--- config.mk ---
export PLATFORM = sky130hd
export DESIGN_NAME = seq_magnitude_comparator_flat
export DESIGN_NICKNAME = d
export VERILOG_FILES = /design/src/rtl/cmp_pkg.sv /design/src/rtl/seq_magnitude_comparator_if.sv /design/src/rtl/cmp_bit_step.sv /design/src/rtl/seq_magnitude_comparator.sv /design/src/flat_wrapper.sv
export SDC_FILE = /design/constraint.sdc
export NUM_CORES = 1
export LEC_CHECK = 0
export CORE_MARGIN = 3
export CORE_UTILIZATION = 40
export CTS_BUF_LIST = sky130_fd_sc_hd__clkbuf_8
export DETAILED_ROUTE_END_ITERATION = 6
export DONT_BUFFER_PORTS = 1
export GPL_TIMING_DRIVEN = 0
export PLACE_DENSITY = 0.51
export SLEW_MARGIN = 20
export SYNTH_ARGS = -nofsm -noshare
export SYNTH_HDL_FRONTEND = slang
export SYNTH_SLANG_ARGS = --single-unit
--- constraint.sdc ---
create_clock -name clk -period 1.95 [get_ports clk]
set_input_delay 0.2925 -clock clk [delete_from_list [all_inputs] [get_ports clk]]
set_output_delay 0.2925 -clock clk [all_outputs]
set_load 0.01 [all_outputs]
--- src/rtl/cmp_pkg.sv ---
// Shared types and constants for the bit-serial magnitude comparator.
package cmp_pkg;

    typedef enum logic [1:0] {
        IDLE  = 2'd0,
        SHIFT = 2'd1,
        DONE  = 2'd2
    } state_t;

    typedef enum logic [1:0] {
        UNDEC = 2'b00,
        GT    = 2'b01,
        LT    = 2'b10
    } dec_t;

    localparam logic CMP_EQ_RESET = 1'b1;

endpackage

--- src/rtl/seq_magnitude_comparator_if.sv ---
// Request/result bundle between a client and the bit-serial comparator.
interface seq_magnitude_comparator_if #(parameter int WIDTH = 8);

    logic             start;
    logic             signed_mode;
    logic [WIDTH-1:0] A;
    logic [WIDTH-1:0] B;
    logic             busy;
    logic             done;
    logic             A_greater_B;
    logic             A_equal_B;
    logic             A_less_B;

    modport master (
        output start, signed_mode, A, B,
        input  busy, done, A_greater_B, A_equal_B, A_less_B
    );

    modport slave (
        input  start, signed_mode, A, B,
        output busy, done, A_greater_B, A_equal_B, A_less_B
    );

endinterface

--- src/rtl/cmp_bit_step.sv ---
// One MSB-first comparison step: refines the running decision with one bit pair.
module cmp_bit_step
    import cmp_pkg::*;
(
    input  logic a_bit,
    input  logic b_bit,
    input  logic is_msb,
    input  logic signed_mode,
    input  dec_t dec_in,
    output dec_t dec_out
);

    always_comb begin
        dec_out = dec_in;
        if (dec_in == UNDEC && a_bit != b_bit) begin
            // A set sign bit marks the negative, hence smaller, operand.
            if (signed_mode && is_msb) begin
                dec_out = a_bit ? LT : GT;
            end else begin
                dec_out = a_bit ? GT : LT;
            end
        end
    end

endmodule

--- src/rtl/seq_magnitude_comparator.sv ---
// Bit-serial MSB-first signed/unsigned magnitude comparator with start/busy/done.
// Define CMP_EARLY_EXIT_EN to finish as soon as the first differing bit is seen.
module seq_magnitude_comparator
    import cmp_pkg::*;
#(
    parameter int WIDTH = 8
) (
    input  logic                       clk,
    input  logic                       rst_n,
    seq_magnitude_comparator_if.slave  cmp
);

    localparam int CNT_W = $clog2(WIDTH);

    state_t           state_q, state_d;
    logic [WIDTH-1:0] a_q, b_q;
    logic             mode_q;
    logic [CNT_W-1:0] idx_q;
    dec_t             dec_q, dec_step;
    logic             gt_q, eq_q, lt_q;
    logic             last_bit, is_msb, finish_step;

    assign last_bit = (idx_q == '0);
    assign is_msb   = (idx_q == CNT_W'(WIDTH-1));

    cmp_bit_step u_step (
        .a_bit       (a_q[idx_q]),
        .b_bit       (b_q[idx_q]),
        .is_msb      (is_msb),
        .signed_mode (mode_q),
        .dec_in      (dec_q),
        .dec_out     (dec_step)
    );

`ifdef CMP_EARLY_EXIT_EN
    assign finish_step = last_bit || (dec_step != UNDEC);
`else
    assign finish_step = last_bit;
`endif

    always_ff @(posedge clk or negedge rst_n) begin
        if (!rst_n) begin
            state_q <= IDLE;
        end else begin
            state_q <= state_d;
        end
    end

    always_comb begin
        state_d = state_q;
        case (state_q)
            IDLE:    if (cmp.start) state_d = SHIFT;
            SHIFT:   if (finish_step) state_d = DONE;
            DONE:    state_d = IDLE;
            default: state_d = IDLE;
        endcase
    end

    always_ff @(posedge clk or negedge rst_n) begin
        if (!rst_n) begin
            a_q    <= '0;
            b_q    <= '0;
            mode_q <= 1'b0;
            idx_q  <= '0;
            dec_q  <= UNDEC;
            gt_q   <= 1'b0;
            eq_q   <= CMP_EQ_RESET;
            lt_q   <= 1'b0;
        end else begin
            if (state_q == IDLE && cmp.start) begin
                a_q    <= cmp.A;
                b_q    <= cmp.B;
                mode_q <= cmp.signed_mode;
                idx_q  <= CNT_W'(WIDTH-1);
                dec_q  <= UNDEC;
            end
            if (state_q == SHIFT) begin
                dec_q <= dec_step;
                idx_q <= idx_q - 1'b1;
                // Results change only here, so they hold between done pulses.
                if (finish_step) begin
                    gt_q <= (dec_step == GT);
                    lt_q <= (dec_step == LT);
                    eq_q <= (dec_step == UNDEC);
                end
            end
        end
    end

    assign cmp.busy        = (state_q != IDLE);
    assign cmp.done        = (state_q == DONE);
    assign cmp.A_greater_B = gt_q;
    assign cmp.A_equal_B   = eq_q;
    assign cmp.A_less_B    = lt_q;

endmodule

--- src/flat_wrapper.sv ---
// flat-port wrapper written by rule: the top's interface ports become plain ports
module seq_magnitude_comparator_flat import cmp_pkg::*;
#(
    parameter int WIDTH = 8
)
  (clk, rst_n, cmp_start, cmp_signed_mode, cmp_A, cmp_B, cmp_busy, cmp_done, cmp_A_greater_B, cmp_A_equal_B, cmp_A_less_B);
  seq_magnitude_comparator_if #(.WIDTH(WIDTH)) cmp_i ();
  input  logic clk;
  input  logic rst_n;
  input wire logic [$bits(cmp_i.start)-1:0] cmp_start;
  input wire logic [$bits(cmp_i.signed_mode)-1:0] cmp_signed_mode;
  input wire logic [$bits(cmp_i.A)-1:0] cmp_A;
  input wire logic [$bits(cmp_i.B)-1:0] cmp_B;
  output wire logic [$bits(cmp_i.busy)-1:0] cmp_busy;
  output wire logic [$bits(cmp_i.done)-1:0] cmp_done;
  output wire logic [$bits(cmp_i.A_greater_B)-1:0] cmp_A_greater_B;
  output wire logic [$bits(cmp_i.A_equal_B)-1:0] cmp_A_equal_B;
  output wire logic [$bits(cmp_i.A_less_B)-1:0] cmp_A_less_B;
  assign cmp_i.start = cmp_start;
  assign cmp_i.signed_mode = cmp_signed_mode;
  assign cmp_i.A = cmp_A;
  assign cmp_i.B = cmp_B;
  assign cmp_busy = cmp_i.busy;
  assign cmp_done = cmp_i.done;
  assign cmp_A_greater_B = cmp_i.A_greater_B;
  assign cmp_A_equal_B = cmp_i.A_equal_B;
  assign cmp_A_less_B = cmp_i.A_less_B;
  seq_magnitude_comparator #(.WIDTH(WIDTH)) u_core (.clk(clk), .rst_n(rst_n), .cmp(cmp_i));
endmodule
== After elaboration in Yosys (flattened, before gate mapping) ==
Index checks and enable logic that the tools add are counted.

* Bits of input ports: 20
* Output and inout port bits: 5
* Logic and storage cells: 45
* Bits in registers: 27

* $add $sub $neg: 1
* Reductions and logical operators: 11
* Equal/unequal tests: 8
* Mux-type cells: 15
* Order comparisons: 1

{| class="wikitable"
|+ Operators with widths
! cell !! number
|-
| 2-to-1 mux 2 bit || 8
|-
| binary-select mux 1 bit (select 3 bit) || 2
|-
| zero test 2 bit || 3
|-
| 2-to-1 mux 3 bit || 2
|-
| equality test 2 x 1 -> 1 bit, second input constant || 2
|-
| equality test 2 bit, second input constant || 2
|-
| less-than comparator 3 x 4 -> 1 bit, second input constant || 1
|-
| one-hot mux 2 bit (2 select lines) || 1
|-
| AND reduction 2 bit || 2
|-
| nonzero test 2 bit || 2
|-
| equality test 3 bit, second input constant || 1
|-
| logical AND 1 bit || 3
|-
| zero test 3 bit || 1
|-
| subtractor 3 x 1 -> 3 bit, second input constant || 1
|-
| 2-to-1 mux 1 bit || 2
|-
| != test 2 x 1 -> 1 bit, second input constant || 1
|-
| != test 2 bit, second input constant || 1
|-
| != test 1 bit || 1
|}

== Longest topological paths before layout ==
* Word-level depth: 6
* Mapped depth: 7
* Depth with buffers taken out: 6

== Modules after synthesis ==
Synthesis repeated with hierarchy kept, for this count alone.

* Cell total of the unflattened synthesis: 94
* Area total of the unflattened synthesis: 1,351.3 µm²

{| class="wikitable"
|+ Modules (own cells, without submodules)
! module !! sequential area each (µm²) !! area an instance (µm²) !! instances !! cells an instance
|-
| seq_magnitude_comparator || 676.9 || 1,291.2 || 1 || 86
|-
| cmp_bit_step || 0.0 || 60.1 || 1 || 8
|}

== Worst setup path after synthesis ==
Ideal clock, no wire load.

* Kind: register to register
* From: register u_core.state_q[1]
* To: register u_core.a_q[0]
* Path buffers: 1
* Arrival time: 1.498 ns
* Library setup time: 0.125 ns
* Clock period less this slack: 1.623 ns
* Stages on the path, launching flop included: 5
* Data required time: 1.825 ns
* Setup slack: 0.327 ns
* Cell sequence: dfrtp_1 > or2_2 > nor2_4 > buf_4 > mux2_2

* Cells in the longest elaborated chain, start to end: 2

{| class="wikitable"
|+ RTL lines
! element !! RTL line !! source
|-
| from (decl) || seq_magnitude_comparator.sv:15 || <nowiki>state_t state_q, state_d;</nowiki>
|-
| from (signal assigned) || seq_magnitude_comparator.sv:45 || <nowiki>state_q <= state_d;</nowiki>
|-
| zero test 2 bit || seq_magnitude_comparator.sv:70 || <nowiki>if (state_q == IDLE && cmp.start) begin</nowiki>
|-
| logical AND 1 bit || seq_magnitude_comparator.sv:70 ||
|-
| to (signal assigned) || seq_magnitude_comparator.sv:71 || <nowiki>a_q <= cmp.A;</nowiki>
|-
| to (decl) || seq_magnitude_comparator.sv:16 || <nowiki>logic [WIDTH-1:0] a_q, b_q;</nowiki>
|}

No other way between the ends.
A chain may end at the register's enable or synchronous reset.

== Final worst setup path ==
* From: register u_core.state_q[1]
* To: register u_core.a_q[4]

Same word-level chain as after synthesis.

==> results.sh <==
export IMPL_status="complete, no violations"
export IMPL_crit_path_end_kind="flip-flop"
export IMPL_initial_core_util_pct=43.1
export IMPL_critPathTopFamily="simple AND/OR/NAND/NOR gates"
export IMPL_min_path_type="input port to flip-flop"
export IMPL_wl_met1_um=1100
export IMPL_pwr_share_clk_pct=12.4
export IMPL_switching_share_pct=35.7
export IMPL_ys_seq_elements=27
export IMPL_drc=0
export IMPL_routabilityCongestion=0.767
export IMPL_cts_inserted_buffers=3
export IMPL_maxCapViolCount=0
export IMPL_relSlewSlack_pct=78.7
export IMPL_core_area_mm2=0.00313
export IMPL_cts_root_buf="clkbuf_8"
export IMPL_post_cts_setup_buffers=0
export IMPL_ys_warn_count=0
export IMPL_timing_fmax_mhz=540
export IMPL_n_antenna_cell=0
export IMPL_place_area_mm2=0.00140
export IMPL_seq_area_frac_synth_pct=50.2
export IMPL_fin_crit_ps=1850
export IMPL_critPathLaunchType="flip-flop"
export IMPL_cp_num_buf_inv=1
export IMPL_grt_pass1_vias=890
export IMPL_design_area_mm2=0.00148
export IMPL_rows=20
export IMPL_avgViaCountPerCell=5.30
export IMPL_grt_start_max_net_pins=28
export IMPL_internal_power_mw=1.63
export IMPL_worstSetupStartpoint="u_core.state_q[1]"
export IMPL_yosysTopAreaCellShare_pct=48.2
export IMPL_netlist_area_mm2=0.00135
export IMPL_comb_power_share_pct=44.2
export IMPL_cp_slowest_cell="dfrtp_1"
export IMPL_ant_nets=0
export IMPL_synth_avg_cell_area_um2=12.8
export IMPL_setup_viol=0
export IMPL_syn_nets=128
export IMPL_fin_setup_tns_ps=0
export IMPL_p_per_area_mw_per_mm2=1710
export IMPL_power_mw=2.53
export IMPL_num_io_pins=25
export IMPL_finalCritPeriodShare_pct=95.0
export IMPL_dieArea_mm2=0.00410
export IMPL_skew_ps=3.42
export IMPL_gr_usage_all_layers_pct=12.5
export IMPL_synthCells=105
export IMPL_grt_pass1_wl_um=4030
export IMPL_slowest_delay_ps=460
export IMPL_crit_end="u_core.a_q[4]"
export IMPL_clockBufferDepth=2
export IMPL_insertion_delay_ps=270
export IMPL_hpwl_um=1750
export IMPL_die_x_um=64.1
export IMPL_worst_pin_slew_ps=319
export IMPL_final_cell_mix="26 x dfrtp_1, 18 x mux2_2, 6 x inv_1"
export IMPL_final_max_slew_viol_count=0
export IMPL_die_h_um=64.1
export IMPL_grt_ovfl_total=0
export IMPL_p_seq_share_pct=43.5
export IMPL_path_depth=4
export IMPL_fin_hold_ws_ps=165
export IMPL_area_delta_synth_final_pct=9.74
export IMPL_worstPathArrival_ps=2010
export IMPL_drive_above_1_share_pct=27.0
export IMPL_final_common_cell="dfrtp_1"
export IMPL_worstPathCellList="or2_2 -> nor2_4 -> buf_4 -> mux2_2"
export IMPL_wl_um=2370
export IMPL_place_port_buffers=0
export IMPL_wl_met3_um=92
export IMPL_fin_util_pct=47.3
export IMPL_finalNonFillerCells=155
export IMPL_r2r_slack_ps=100
export IMPL_hold_depth=1
export IMPL_fin_nets=135
export IMPL_drt_pass1_iter_count=2
export IMPL_wl_per_cell_um=15.3
export IMPL_dr_total_vias=821
export IMPL_path_class="flip-flop to flip-flop"
export IMPL_hold_violations=0
export IMPL_rsz0062_at_grt="no"
export IMPL_yosysTopAreaCell="dfrtp_1"
export IMPL_ys_types=28
export IMPL_antenna_found_initial=0
export IMPL_wl_met2_um=1170
export IMPL_dp_cells=149
export IMPL_routed_top_layer="met4"
export IMPL_r2r_end="u_core.a_q[4]"
export IMPL_cp_required_ps=2110
export IMPL_setup_ws_ps=98.4
export IMPL_dpl_worst_slack_ps=103
export IMPL_path_clk_slew_ps=90
export IMPL_first_iter_violations=32
export IMPL_reg2regPathDepth=4
export IMPL_worst_path_max_fanout=10
export IMPL_r2r_start="u_core.state_q[1]"
export IMPL_cts_tree="yes"
export IMPL_synth_area_leaders="dfrtp_1 48%, mux2_2 15%, mux4_1 3.9%"
export IMPL_vdd_drop_max_mv=0.866
export IMPL_p_leak_nw=0.618
export IMPL_cts_sinks=27
export IMPL_cts_max_level=1
export IMPL_p_switching_mw=0.904
what timing repair did:
action / 4_1_cts / 5_1_grt
hold endpoints to repair: 27 / 0
resized for setup: 0 / 0
hold buffers: 2 / 0
worst reg2reg max path: cells and delay by family (launching register included):
| kind | cells | cell delay [ps] |
|---|---|---|
| buf+inv | 1 | 260 |
| flops | 1 | 460 |
| mux | 1 | 350 |
| simple gates | 2 | 660 |
logic make-up (layout without fill, tap and decap cells):
kind of cell    after synthesis  count (layout)  share of synthesized area, %
fa+ha+maj                     3               3                          2.78
compound gates               16              16                          7.61
flops                        27              27                          50.2
simple gates                 19              19                          7.61
mux                          22              22                          22.3
buf+inv                       8              14                          3.06
xor+xnor                     10              10                          6.49
layout make-up:
cell class,count,area [um2]
Tap cell,44,55.1
Timing Repair Buffer,2,30.0
Multi-Input combinational cell,70,631
Clock inverter,1,5.00
Inverter,6,22.5
Clock buffer,3,41.3
Sequential cell,27,677
Buffer,2,18.8
Fill cell,315,1650
metal layers:
metal	GRT usage, %	up-vias
met3	4.39	2
met4	3.23	0
met5	0	-
li1	-	386
met1	15.7	415
met2	20.3	18
worst min-delay path by stage:
stage | slack, ps | from | end
global route | 140 | cmp_A[1] | u_core.a_q[1]
finish | 160 | cmp_A[1] | u_core.a_q[1]
detailed placement | -2 | rst_n | u_core.state_q[0]
floorplan | -3 | rst_n | u_core.a_q[0]
global placement | -2 | rst_n | u_core.state_q[0]
CTS | 150 | cmp_A[1] | u_core.a_q[1]
power by group through the flow:
stage,Combinational [mW],Clock (mW),Sequential [mW]
global placement,1.09,0,1.11
CTS,1.14,0.337,1.11
finish,1.12,0.313,1.10
floorplan,0.953,0,1.05
global route,1.25,0.355,1.15
detailed placement,1.11,0,1.12
synth_stat cells, drive strengths merged:
library cell / count
dfrtp: 26
mux2: 18
inv: 6
nor2: 6
nand2: 5
xnor2: 5
xor2: 5
mux4: 4
o211ai: 4
a21oi: 3
ha: 3
o21ai: 3
a31oi: 2
buf: 2
nor2b: 2
o22ai: 2
or2: 2
a2bb2oi: 1
a311oi: 1
and2: 1
dfstp: 1
nand3b: 1
nor3: 1
nor4bb: 1
flip-flops by register name, summed over array words and instances (netlist names):
register / count
u_core.idx_q: 3
u_core.b_q: 8
u_core.cmp.A_greater_B: 1
u_core.dec_q: 2
u_core.cmp.A_less_B: 1
u_core.mode_q: 1
u_core.state_q: 2
u_core.cmp.A_equal_B: 1
u_core.a_q: 8
No activity file was read; power rests on OpenSTA's default activity.
